File: src/rtl/centroid_calc.sv
// Per-frame centroid engine: accumulates matched pixel coordinates, then divides the sums
// by the match count with a pair of parallel restoring dividers at end of frame.
module centroid_calc #(
    parameter int unsigned H_RES      = 640,
    parameter int unsigned V_RES      = 480,
    parameter int unsigned MIN_PIXELS = 16
) (
    input  logic       clk,
    input  logic       rst,
    input  logic       iPix_Val,
    input  logic       iMatch,
    input  logic [9:0] iX,
    input  logic [8:0] iY,
    input  logic       iFrame_End,
    output logic       oCent_Val,
    output logic [9:0] oX_Cent,
    output logic [8:0] oY_Cent,
    output logic       oBusy,
    output logic       oDrop
);

    typedef enum logic [1:0] {StIdle, StDiv, StOut} state_t;

    localparam logic [28:0] XMax = 29'(H_RES - 1);
    localparam logic [28:0] YMax = 29'(V_RES - 1);
    localparam logic [18:0] MinCnt = 19'(MIN_PIXELS);

    state_t      r_state;
    state_t      w_state_nxt;

    logic [28:0] r_sum_x;
    logic [28:0] r_sum_y;
    logic [18:0] r_cnt;
    logic        r_sat;

    logic [18:0] r_div;
    logic [28:0] r_qx;
    logic [28:0] r_qy;
    logic [18:0] r_rx;
    logic [18:0] r_ry;
    logic [4:0]  r_step;
    logic [9:0]  r_x_cent;
    logic [8:0]  r_y_cent;
    logic        r_drop;

    logic        w_hit;
    logic [29:0] w_sx_sum;
    logic [29:0] w_sy_sum;
    logic [19:0] w_cnt_sum;
    logic [28:0] w_sx_fin;
    logic [28:0] w_sy_fin;
    logic [18:0] w_cnt_fin;
    logic        w_sat_fin;
    logic        w_accept;

    logic [19:0] w_rx_sh;
    logic [19:0] w_ry_sh;
    logic        w_rx_ge;
    logic        w_ry_ge;
    logic [18:0] w_rx_nxt;
    logic [18:0] w_ry_nxt;
    logic [28:0] w_qx_nxt;
    logic [28:0] w_qy_nxt;
    logic [9:0]  w_x_clamp;
    logic [8:0]  w_y_clamp;

    // Final frame values include a match pixel arriving in the frame-end cycle.
    assign w_hit     = iPix_Val & iMatch;
    assign w_sx_sum  = {1'b0, r_sum_x} + {20'd0, iX};
    assign w_sy_sum  = {1'b0, r_sum_y} + {21'd0, iY};
    assign w_cnt_sum = {1'b0, r_cnt} + 20'd1;

    assign w_sx_fin  = !w_hit ? r_sum_x : (w_sx_sum[29] ? '1 : w_sx_sum[28:0]);
    assign w_sy_fin  = !w_hit ? r_sum_y : (w_sy_sum[29] ? '1 : w_sy_sum[28:0]);
    assign w_cnt_fin = !w_hit ? r_cnt   : (w_cnt_sum[19] ? '1 : w_cnt_sum[18:0]);
    assign w_sat_fin = r_sat | (w_hit & (w_sx_sum[29] | w_sy_sum[29] | w_cnt_sum[19]));

    assign w_accept  = (r_state == StIdle) && iFrame_End && (w_cnt_fin >= MinCnt) && !w_sat_fin;

    // Restoring step: partial remainder is always below the divisor, so 19 bits hold it.
    assign w_rx_sh  = {r_rx, r_qx[28]};
    assign w_ry_sh  = {r_ry, r_qy[28]};
    assign w_rx_ge  = w_rx_sh >= {1'b0, r_div};
    assign w_ry_ge  = w_ry_sh >= {1'b0, r_div};
    assign w_rx_nxt = w_rx_ge ? (w_rx_sh[18:0] - r_div) : w_rx_sh[18:0];
    assign w_ry_nxt = w_ry_ge ? (w_ry_sh[18:0] - r_div) : w_ry_sh[18:0];
    assign w_qx_nxt = {r_qx[27:0], w_rx_ge};
    assign w_qy_nxt = {r_qy[27:0], w_ry_ge};

    assign w_x_clamp = (w_qx_nxt > XMax) ? XMax[9:0] : w_qx_nxt[9:0];
    assign w_y_clamp = (w_qy_nxt > YMax) ? YMax[8:0] : w_qy_nxt[8:0];

    always_ff @(posedge clk) begin
        if (rst || iFrame_End) begin
            r_sum_x <= '0;
            r_sum_y <= '0;
            r_cnt   <= '0;
            r_sat   <= 1'b0;
        end else begin
            r_sum_x <= w_sx_fin;
            r_sum_y <= w_sy_fin;
            r_cnt   <= w_cnt_fin;
            r_sat   <= w_sat_fin;
        end
    end

    always_ff @(posedge clk) begin
        if (rst) begin
            r_div    <= '0;
            r_qx     <= '0;
            r_qy     <= '0;
            r_rx     <= '0;
            r_ry     <= '0;
            r_step   <= '0;
            r_x_cent <= 10'd320;
            r_y_cent <= 9'd240;
            r_drop   <= 1'b0;
        end else begin
            r_drop <= iFrame_End & !w_accept;
            if (w_accept) begin
                r_div  <= w_cnt_fin;
                r_qx   <= w_sx_fin;
                r_qy   <= w_sy_fin;
                r_rx   <= '0;
                r_ry   <= '0;
                r_step <= '0;
            end else if (r_state == StDiv) begin
                r_qx   <= w_qx_nxt;
                r_qy   <= w_qy_nxt;
                r_rx   <= w_rx_nxt;
                r_ry   <= w_ry_nxt;
                r_step <= r_step + 5'd1;
                if (r_step == 5'd28) begin
                    r_x_cent <= w_x_clamp;
                    r_y_cent <= w_y_clamp;
                end
            end
        end
    end

    always_ff @(posedge clk) begin
        if (rst) begin
            r_state <= StIdle;
        end else begin
            r_state <= w_state_nxt;
        end
    end

    always_comb begin
        w_state_nxt = r_state;
        unique case (r_state)
            StIdle:  if (w_accept) w_state_nxt = StDiv;
            StDiv:   if (r_step == 5'd28) w_state_nxt = StOut;
            StOut:   w_state_nxt = StIdle;
            default: w_state_nxt = StIdle;
        endcase
    end

    assign oCent_Val = (r_state == StOut);
    assign oBusy     = (r_state != StIdle);
    assign oDrop     = r_drop;
    assign oX_Cent   = r_x_cent;
    assign oY_Cent   = r_y_cent;

endmodule
File: config.mk
export PLATFORM = sky130hd
export DESIGN_NAME = centroid_calc
export DESIGN_NICKNAME = d
export VERILOG_FILES = /design/src/rtl/centroid_calc.sv
export SDC_FILE = /design/constraint.sdc
export NUM_CORES = 1
export LEC_CHECK = 0
export CAP_MARGIN = 10
export CORE_ASPECT_RATIO = 1.5
export CORE_UTILIZATION = 41
export CTS_CLUSTER_SIZE = 30
export DETAILED_ROUTE_END_ITERATION = 10
export SYNTH_ARGS = -nofsm -noshare
export SYNTH_HDL_FRONTEND = slang
export SYNTH_SLANG_ARGS = --single-unit
File: constraint.sdc
create_clock -name clk -period 3.24 [get_ports clk]
set_input_delay 0.648 -clock clk [delete_from_list [all_inputs] [get_ports clk]]
set_output_delay 0.648 -clock clk [all_outputs]
set_load 0.05 [all_outputs]
==> flow_summary.json <==
{
  "status": "finished clean",
  "hold_violations": 0,
  "cts_sinks": 220,
  "clock_skew_ns": 0.0116,
  "drtAntennaViolNets": 0,
  "critPathLaunchType": "input port",
  "clock_latency_ns": 0.52,
  "power_mw": 6.03,
  "dieHeight_um": 216,
  "p_leak_nw": 5.65,
  "rows": 77,
  "coreArea_um2": 29800,
  "crit_chain": "clkdlybuf4s50_1 -> and4_1 -> nand4bb_1 -> nor2_2 -> mux2_2 -> or4_4 -> o21ai_4 -> nand2b_2 -> buf_4 -> buf_4 -> a211oi_2",
  "setup_viol": 0,
  "gr-total-overflow": 0,
  "post-cts-setup-buffer-count": 0,
  "synth_top_area_cell": "dfxtp_1",
  "fmax_mhz": 320,
  "cp_slowest_stage_delay_ns": 0.57,
  "hold_buffers": 0,
  "grt_max_degree": 77,
  "synthTopCellsByArea": "dfxtp_1, ha_1, nor2_1, a21oi_1, nand3_1",
  "path_class": "in2reg",
  "dpl_cell_area_um2": 14100,
  "layout-drive-gt1-share": 0.141,
  "fill_cells": 2844,
  "clk_path_buf_depth": 3,
  "holdPathStages": 2,
  "vias_per_cell": 5.65,
  "wl_per_cell_um": 16.9,
  "ctsHtreeMaxLevel": 1,
  "reg2reg_depth": 10,
  "critPathBufInv": 3,
  "yosysMostFrequentCell": "dfxtp_1",
  "r2r_setup_slack_ns": 0.16,
  "dp_hpwl_um": 25300,
  "ys.flop_type": "dfxtp_1",
  "crit_fanout": 9,
  "power_density_nw_per_um2": 402,
  "dieArea_um2": 31200,
  "firstDrtPassIters": 5,
  "antenna_cells": 0,
  "post-place-ws_ns": -0.515,
  "hp-class": "reg2reg",
  "tightest_slew_ns": 0.829,
  "vdd_ir_drop_max_uv": 361,
  "grt_use_total": 0.224,
  "finalNetCount": 1702,
  "cp.depth": 11,
  "clkTransAtPathRegs_ns": 0.06,
  "synth_seq_area_share": 0.353,
  "critPathArrivalTime_ns": 3.56,
  "finalMaxSlewViolations": 0,
  "rsz0062_at_grt": "true",
  "cts_tree": "built",
  "period_share": 0.964,
  "period_needed_ns": 3.12,
  "layout_setup_ws_ns": 0.117,
  "synth_cells": 1513,
  "numPortBuffers": 45,
  "area_delta_synth_final_pct": 20.2,
  "r2r_end": "r_ry[10]",
  "drt_iter0_markers": 537,
  "die_w_um": 145,
  "regToRegStartpoint": "r_cnt[7]",
  "synth_commonest_cells": "dfxtp_1, nor2_1, a21oi_1",
  "drt-total-wl_um": 34200,
  "avgSynthCellArea_um2": 8.26,
  "drcViolationCount": 0,
  "min_to": "r_rx[18]",
  "ios": 46,
  "synth_edf_count": 0,
  "grt_pass1_vias": 11296,
  "synth_nets": 1601,
  "syn-cell-area_um2": 12500,
  "synth.distinct_cells": 71,
  "slew_headroom": 0.446,
  "netlist.area_leader.share": 0.353,
  "async_reset_ff_frac": 0,
  "critPathMostFrequentCell": "buf_4",
  "hold_start": "r_rx[18]",
  "antenna_found_initial": 0,
  "synth_warnings": 0,
  "grt_pass1_wl_um": 56000,
  "route.vias.total": 11426,
  "cp-end-kind": "register",
  "final_area_um2": 15000,
  "critPathRequiredTime_ns": 3.68,
  "critical-path-slowest-cell": "or4_4",
  "ys_ff_latch": 220,
  "clockRootBuffer": "clkbuf_16",
  "drv_cap": 0,
  "gp_congestion": 0.845,
  "cts_buffers": 24,
  "cp_top_family": "simple AND/OR/NAND/NOR gates",
  "initial_utilization": 0.420
}
-- sequential cells by signal (all words and copies together), names as in the netlist --
signal / count
r_qx: 29
r_qy: 29
r_sat: 1
r_step: 5
r_rx: 19
r_ry: 19
r_state: 2
oDrop: 1
r_sum_x: 29
oY_Cent: 9
r_sum_y: 29
oX_Cent: 10
r_div: 19
r_cnt: 19
-- worst min-delay path: stages, from the launching register on --
cell and delay, ns:
dfxtp_1 0.31, nand2_1 0.05, a21oi_1 0.05
-- worst max path at each step --
stage | startpoint | end | slack (ns)
floorplan | iPix_Val | r_qy[4] | 0.15
global placement | iX[1] | r_div[9] | -0.43
detailed placement | iX[1] | r_div[7] | -0.51
CTS | iPix_Val | r_qx[11] | 0.06
global route | iPix_Val | r_qx[14] | -0.02
finish | iPix_Val | r_ry[10] | 0.12
-- kinds of logic (layout without fill, tap and decap cells) --
family,Yosys count,count (layout),share of synthesized area
flops,220,220,0.353
fa+ha+maj,64,64,0.0665
xor+xnor,79,79,0.0554
buf+inv,137,253,0.0457
simple gates,581,581,0.230
mux,41,41,0.0341
compound gates,391,391,0.216
-- per-stage QoR --
step | utilization | TNS [ns] | hold slack [ns] | cells
after floorplan | - | 0 | 0.431 | 1513
after CTS | 0.503 | 0 | 0.459 | 2024
final | 0.504 | 0 | 0.455 | 2024
after detailed placement | 0.473 | -44.92 | 0.452 | 1983
after global placement | 0.473 | -35.61 | 0.449 | 1983
after global routing | 0.504 | -0.0282 | 0.493 | 2024
-- what timing repair did --
action                                  CTS  global route
pin swaps                                 0             3
gates resized for setup                   1            11
endpoints found under the hold margin     0             0
endpoints found under the setup margin    1            57
-- metal layers --
| metal | vias up | track usage | routed length, um |
|---|---|---|---|
| met5 | - | 0 | 0 |
| met4 | 0 | 0.0968 | 1290 |
| met3 | 71 | 0.0231 | 1170 |
| met2 | 224 | 0.404 | 17500 |
| met1 | 5426 | 0.263 | 14200 |
| li1 | 5705 | - | - |
-- where the power goes --
group / internal, mW / switching (mW) / leakage [nW]
clock network: 1.93 / 1.11 / 0.436
logic: 0.125 / 0.157 / 3.44
registers: 2.71 / 0.00506 / 1.77
-- area by class of cell --
| class | count | area, um2 | share of cell area |
|---|---|---|---|
| well taps | 395 | 494 | 0.0329 |
| repair buffers | 164 | 1480 | 0.0987 |
| inverters | 48 | 180 | 0.0120 |
| multi-input cells | 1156 | 7570 | 0.504 |
| clock buffers | 33 | 716 | 0.0477 |
| flip-flops and latches | 220 | 4410 | 0.293 |
| clock inverters | 8 | 165 | 0.0110 |
-- placed cells by master, fill, tap and decap left out, types with 11 or more instances in the layout --
| master | instances |
|---|---|
| a211oi_1 | 16 |
| a211oi_2 | 28 |
| a21o_1 | 14 |
| a21oi_1 | 120 |
| a22oi_1 | 47 |
| a31oi_1 | 29 |
| and2_1 | 36 |
| and3_1 | 21 |
| buf_4 | 107 |
| clkbuf_16 | 25 |
| clkdlybuf4s50_1 | 44 |
| dfxtp_1 | 219 |
| ha_1 | 60 |
| inv_1 | 48 |
| mux2_2 | 12 |
| mux2i_1 | 29 |
| nand2_1 | 97 |
| nand2b_1 | 17 |
| nand3_1 | 100 |
| nand4_1 | 25 |
| nor2_1 | 172 |
| nor2b_1 | 12 |
| nor3_1 | 35 |
| nor4_1 | 15 |
| o21a_1 | 13 |
| o21ai_0 | 43 |
| o22ai_1 | 11 |
| xnor2_1 | 51 |
| xor2_1 | 28 |
(Power assumes the default switching activity.)
